## src/rtl/booth_seq_mult.sv

```systemverilog
// Sequential radix-2 Booth multiplier with a valid/ready handshake on both sides.
// Define BOOTH_SAT_OUT_EN to add the saturated fixed-point outputs fx_out and sat.
module booth_seq_mult #(
  parameter int unsigned WIDTH = 16,
  parameter int unsigned FRAC  = 8
) (
  input  logic                 clk,
  input  logic                 rst_n,
  input  logic                 in_valid,
  output logic                 in_ready,
  input  logic [WIDTH-1:0]     a,
  input  logic [WIDTH-1:0]     b,
  input  logic                 signed_mode,
  output logic                 out_valid,
  input  logic                 out_ready,
  output logic [2*WIDTH-1:0]   product,
  output logic                 busy
`ifdef BOOTH_SAT_OUT_EN
  ,
  output logic [WIDTH-1:0]     fx_out,
  output logic                 sat
`endif
);

  localparam int unsigned EW = WIDTH + 1;
  localparam int unsigned CW = $clog2(WIDTH + 2);

  typedef enum logic [1:0] {StIdle, StCalc, StDone} state_e;

  state_e         state_q, state_d;
  logic [EW-1:0]  m_q, acc_q, q_q;
  logic           qm1_q;
  logic [CW-1:0]  cnt_q;
  logic           smode_q;

  logic           accept, last_step;
  logic [EW-1:0]  a_ext, b_ext;
  logic [EW:0]    acc_x, m_x, sum;

  assign accept    = in_valid && in_ready;
  assign last_step = (cnt_q == CW'(WIDTH));
  assign a_ext     = signed_mode ? {a[WIDTH-1], a} : {1'b0, a};
  assign b_ext     = signed_mode ? {b[WIDTH-1], b} : {1'b0, b};

  // State register
  always_ff @(posedge clk or negedge rst_n) begin
    if (!rst_n) begin
      state_q <= StIdle;
    end else begin
      state_q <= state_d;
    end
  end

  // Next-state logic
  always_comb begin
    state_d = state_q;
    unique case (state_q)
      StIdle:  if (in_valid)  state_d = StCalc;
      StCalc:  if (last_step) state_d = StDone;
      StDone:  if (out_ready) state_d = StIdle;
      default: state_d = StIdle;
    endcase
  end

  // Output logic
  always_comb begin
    in_ready  = (state_q == StIdle);
    busy      = (state_q == StCalc);
    out_valid = (state_q == StDone);
  end

  // One extra guard bit keeps the add/sub exact before the arithmetic shift.
  always_comb begin
    acc_x = {acc_q[EW-1], acc_q};
    m_x   = {m_q[EW-1], m_q};
    case ({q_q[0], qm1_q})
      2'b10:   sum = acc_x - m_x;
      2'b01:   sum = acc_x + m_x;
      default: sum = acc_x;
    endcase
  end

  always_ff @(posedge clk or negedge rst_n) begin
    if (!rst_n) begin
      m_q     <= '0;
      acc_q   <= '0;
      q_q     <= '0;
      qm1_q   <= 1'b0;
      cnt_q   <= '0;
      smode_q <= 1'b0;
    end else if (accept) begin
      m_q     <= a_ext;
      acc_q   <= '0;
      q_q     <= b_ext;
      qm1_q   <= 1'b0;
      cnt_q   <= '0;
      smode_q <= signed_mode;
    end else if (state_q == StCalc) begin
      acc_q   <= sum[EW:1];
      q_q     <= {sum[0], q_q[EW-1:1]};
      qm1_q   <= q_q[0];
      cnt_q   <= cnt_q + CW'(1);
    end
  end

  // Low 2*WIDTH bits of the {Acc, Q} Booth result
  assign product = {acc_q[EW-2:0], q_q};

`ifdef BOOTH_SAT_OUT_EN
  logic [2*WIDTH-1:0] shifted;
  logic               fits_s, fits_u;

  always_comb begin
    if (smode_q) begin
      shifted = $signed(product) >>> FRAC;
    end else begin
      shifted = product >> FRAC;
    end
  end

  assign fits_s = (&shifted[2*WIDTH-1:WIDTH-1]) || !(|shifted[2*WIDTH-1:WIDTH-1]);
  assign fits_u = !(|shifted[2*WIDTH-1:WIDTH]);

  always_comb begin
    sat    = 1'b0;
    fx_out = shifted[WIDTH-1:0];
    if (smode_q) begin
      if (!fits_s) begin
        sat    = 1'b1;
        fx_out = shifted[2*WIDTH-1] ? {1'b1, {(WIDTH-1){1'b0}}} : {1'b0, {(WIDTH-1){1'b1}}};
      end
    end else if (!fits_u) begin
      sat    = 1'b1;
      fx_out = '1;
    end
  end
`endif

endmodule

```

## config.mk

```make
export PLATFORM = sky130hd
export DESIGN_NAME = booth_seq_mult
export DESIGN_NICKNAME = d
export VERILOG_FILES = /design/src/rtl/booth_seq_mult.sv
export SDC_FILE = /design/constraint.sdc
export NUM_CORES = 1
export LEC_CHECK = 0
export ABC_AREA = 1
export ABC_CLOCK_PERIOD_IN_PS = 4200
export BUFFER_PORTS_ARGS = -buffer_cell sky130_fd_sc_hd__buf_2
export CORE_UTILIZATION = 43
export CTS_BUF_LIST = sky130_fd_sc_hd__clkbuf_4 sky130_fd_sc_hd__clkbuf_8
export DETAILED_ROUTE_END_ITERATION = 16
export SYNTH_ARGS = -nofsm -noshare
export SYNTH_HDL_FRONTEND = slang
export SYNTH_SLANG_ARGS = --single-unit
```

## constraint.sdc

```tcl
create_clock -name clk -period 4.2 [get_ports clk]
set_input_delay 0.42 -clock clk [delete_from_list [all_inputs] [get_ports clk]]
set_output_delay 0.42 -clock clk [all_outputs]
set_load 0.1 [all_outputs]
```

==> run_summary.xml <==
<?xml version="1.0" encoding="UTF-8"?>
<metrics>
  <group name="yosys">
    <metric name="post_synth_inst_count" unit="">614</metric>
    <metric name="yosysUniqueCellTypes" unit="">39</metric>
    <metric name="postSynth.asyncResetShare" unit="%">100</metric>
    <metric name="synthMostInstantiatedCell" unit="">sky130_fd_sc_hd__nand2_1</metric>
    <metric name="syn_std_cell_area" unit="µm²">4280</metric>
    <metric name="synth-edff-count" unit="">0</metric>
    <metric name="yosysTopAreaCell" unit="">sky130_fd_sc_hd__dfrtp_1</metric>
    <metric name="synthesis.nets" unit="">674</metric>
    <metric name="yosysSeqAreaShare" unit="%">34.5</metric>
    <metric name="yosys_warnings" unit="">0</metric>
    <metric name="commonest_cells_in_the_synthesized_netlist" unit="">sky130_fd_sc_hd__nand2_1 (203), sky130_fd_sc_hd__inv_1 (81), sky130_fd_sc_hd__dfrtp_1 (59)</metric>
    <metric name="ys_seq_elements" unit="">59</metric>
    <metric name="postSynth.topFlopCell" unit="">sky130_fd_sc_hd__dfrtp_1</metric>
    <metric name="synth_area_per_cell" unit="µm²">6.96</metric>
    <metric name="synth_top_cells_by_area" unit="">sky130_fd_sc_hd__dfrtp_1 (35%), sky130_fd_sc_hd__nand2_1 (18%), sky130_fd_sc_hd__inv_1 (7.1%), sky130_fd_sc_hd__ha_1 (6.4%), sky130_fd_sc_hd__nand3_1 (5.9%)</metric>
    <metric name="synth_top_area_share" unit="%">34.5</metric>
  </group>
  <group name="grt">
    <metric name="use_met2" unit="%">37.2</metric>
    <metric name="grt_max_degree" unit="">50</metric>
    <metric name="grt_util_met3" unit="%">3.66</metric>
    <metric name="all_layer_global_routing_usage" unit="%">22.2</metric>
    <metric name="number_of_global_route_vias_before_repair" unit="">3746</metric>
    <metric name="grt_antenna_before_repair" unit="">0</metric>
    <metric name="use_met1" unit="%">29.5</metric>
    <metric name="globalRouteOverflowTotal" unit="">0</metric>
    <metric name="globalRoute.busiestLayer" unit="">met2</metric>
    <metric name="wire_length_of_the_first_global_routing_pass" unit="µm">17700</metric>
  </group>
  <group name="floorplanning">
    <metric name="fp.coreArea" unit="µm²">9680</metric>
    <metric name="fp-row-count" unit="">36</metric>
    <metric name="floorplan.die_area" unit="µm²">10300</metric>
    <metric name="floorplan.die.height" unit="µm">102</metric>
    <metric name="dieWidth" unit="µm">102</metric>
    <metric name="initial_utilization" unit="%">44.1</metric>
    <metric name="top_level_ports" unit="">72</metric>
  </group>
  <group name="run_status">
    <metric name="outcome" unit="">complete, no violations</metric>
  </group>
  <group name="critical_path">
    <metric name="timing_worst_setup_path_type" unit="">flip-flop to flip-flop</metric>
    <metric name="crit_path_max_fanout" unit="">14</metric>
    <metric name="timing.critical_path.arrival" unit="ns">3.26</metric>
    <metric name="worst_setup_path_endpoint" unit="">acc_q[15]</metric>
    <metric name="cpMostUsedCell" unit="">sky130_fd_sc_hd__nand2_1</metric>
    <metric name="startpoint_type" unit="">flip-flop</metric>
    <metric name="critical_path.max_stage_delay" unit="ns">0.45</metric>
    <metric name="reg2regPathDepth" unit="">15</metric>
    <metric name="reg2reg_slack" unit="ns">1.18</metric>
    <metric name="timing.critical_path.slowest_stage_cell" unit="">sky130_fd_sc_hd__ha_1</metric>
    <metric name="critPathCaptureType" unit="">flip-flop</metric>
    <metric name="critPathRequiredTime" unit="ns">4.44</metric>
    <metric name="worst_r2r_startpoint" unit="">q_q[0]</metric>
    <metric name="critical_path.cell_chain" unit="">inv_1, ha_1, inv_1, nand2_2, o21ai_0, xor2_1, ha_1, a21oi_1, nand2_1, a21oi_1, nand2_1, nand2_1, nand3_1, nand2_1, nand2_1</metric>
    <metric name="critical_path.reg2reg.endpoint" unit="">acc_q[15]</metric>
    <metric name="worst_setup_path_startpoint" unit="">q_q[0]</metric>
  </group>
  <group name="timing">
    <metric name="report.final.slew_viol_count" unit="">0</metric>
    <metric name="layout_worst_path_cycle_share" unit="%">71.9</metric>
    <metric name="worst-slew-pin-transition" unit="ns">0.947</metric>
    <metric name="slew-limit-headroom" unit="%">36.9</metric>
    <metric name="setup-violations-final" unit="">0</metric>
    <metric name="grt_setup_unrepaired" unit="">no</metric>
    <metric name="hold_violations" unit="">0</metric>
    <metric name="post-route-min-period" unit="ns">3.02</metric>
    <metric name="finalSetupTns" unit="ns">0</metric>
    <metric name="finClkSkew" unit="ns">0.0119</metric>
    <metric name="fmaxAchievable" unit="MHz">331</metric>
  </group>
  <group name="clocking">
    <metric name="worst_setup_hold_path_clk_slew" unit="ns">0.08</metric>
    <metric name="post-cts-setup-buffer-count" unit="">0</metric>
    <metric name="number_of_clock_sinks_seen_by_cts" unit="">59</metric>
    <metric name="cts_hold_repair.buffers" unit="">0</metric>
    <metric name="cts_buffers" unit="">9</metric>
    <metric name="cts-root-buf" unit="">sky130_fd_sc_hd__clkbuf_8</metric>
    <metric name="postCtsResizedCells" unit="">0</metric>
    <metric name="htree_num_levels" unit="">3</metric>
    <metric name="clk_path_buf_depth" unit="">2</metric>
    <metric name="tritoncts" unit="">yes</metric>
    <metric name="clock_insertion_delay_worst_skew" unit="ns">0.34</metric>
  </group>
  <group name="place">
    <metric name="place_hpwl" unit="µm">7770</metric>
    <metric name="placed_cells_incl_taps" unit="">789</metric>
    <metric name="place_congestion" unit="">0.862</metric>
    <metric name="port_buffers" unit="">71</metric>
  </group>
  <group name="min_path">
    <metric name="hold_path_class" unit="">primary input to async pin</metric>
  </group>
  <group name="route">
    <metric name="routed_wl" unit="µm">10400</metric>
    <metric name="drt_iter0_markers" unit="">108</metric>
    <metric name="detail_route.first_pass.iterations" unit="">4</metric>
    <metric name="routed_wire_length_per_instance" unit="µm">13.0</metric>
    <metric name="drt-vias-per-instance" unit="">4.80</metric>
    <metric name="dr_total_vias" unit="">3862</metric>
    <metric name="drt_drc_violations_left" unit="">0</metric>
    <metric name="final_antenna_net_count" unit="">0</metric>
  </group>
  <group name="final_layout">
    <metric name="final-instance-count-excl-fill" unit="">805</metric>
    <metric name="layout.core_utilization" unit="%">49.2</metric>
    <metric name="antenna_cells_inserted" unit="">0</metric>
    <metric name="final_layout_size_suffix_gt1_share" unit="%">16.1</metric>
    <metric name="area_growth" unit="%">11.5</metric>
    <metric name="num-nets-final" unit="">727</metric>
  </group>
  <group name="run">
    <metric name="maxCapViolCount" unit="">0</metric>
  </group>
</metrics>
-- routing by layer --
metal	wire length, µm	part of all wire (%)	up-vias
met4	138	1.3	0
met2	4820	46	84
li1	-	-	2019
met5	0	0	-
met3	462	4.4	12
met1	5010	48	1747
-- metrics by stage --
step / hold slack [ns] / area, µm² / setup WS (ns)
floorplan: 0.124 / 4280 / 1.03
global placement: 0.485 / 4580 / 1.26
detailed placement: 0.490 / 4580 / 1.20
CTS: 0.248 / 4770 / 1.19
global route: 0.269 / 4770 / 0.808
finish: 0.225 / 4770 / 1.18
-- final cells by class --
type                    instances  area, µm²
clock buffers                  10        138
clock inverters                 6       48.8
fillers                      1032       4920
inverters                      84        318
multi-input cells             441       2260
flip-flops and latches         59       1480
well taps                     133        166
repair buffers                 72        363
-- cell usage in the layout, fill, tap and decap left out, drive strengths merged, types with 2 or more instances in the layout --
master    instances
inv              85
ha               22
o211ai            4
dfrtp            59
nand3            50
clkinvlp          3
clkinv            2
o22ai             4
xnor2             2
o21ai            41
nand4             3
xor2             18
o21bai            3
nand2           207
clkbuf           10
buf              72
nor2             54
a21oi            20
nor3              4
and2              2
-- sequential cells by signal, indices dropped and copies added, names as in the netlist --
name / cells
qm1_q: 1
state_q: 2
q_q: 17
acc_q: 17
cnt_q: 5
m_q: 17
-- logic make-up (layout without fill, tap and decap cells) --
group	after synthesis	count (layout)	synth area share, %
fa+ha+maj	23	23	6.91
flops	59	59	34.5
simple gates	323	323	31.8
buf+inv	114	172	12.7
xor+xnor	20	20	4.10
compound gates	75	75	9.98
-- worst min path at each step --
stage / startpoint / to / slack [ns] / cells past startpoint
6_report: rst_n / acc_q[9] / 0.22 / 1
5_1_grt: a[12] / m_q[12] / 0.27 / 3
4_1_cts: rst_n / acc_q[9] / 0.25 / 1
3_5_place_dp: q_q[5] / q_q[5] / 0.49 / 2
3_3_place_gp: q_q[4] / q_q[4] / 0.49 / 2
2_1_floorplan: rst_n / acc_q[0] / 0.12 / 0
-- critical path, delay by kind of cell (launching register included) --
family | cells | cell delay (ns)
fa+ha+maj | 2 | 0.81
simple gates | 7 | 0.61
compound gates | 3 | 0.56
flops | 1 | 0.41
buf+inv | 2 | 0.36
xor+xnor | 1 | 0.18
Power is not shown: default switching activity piles up to over one toggle a cycle in this logic, so the estimate is an artifact.
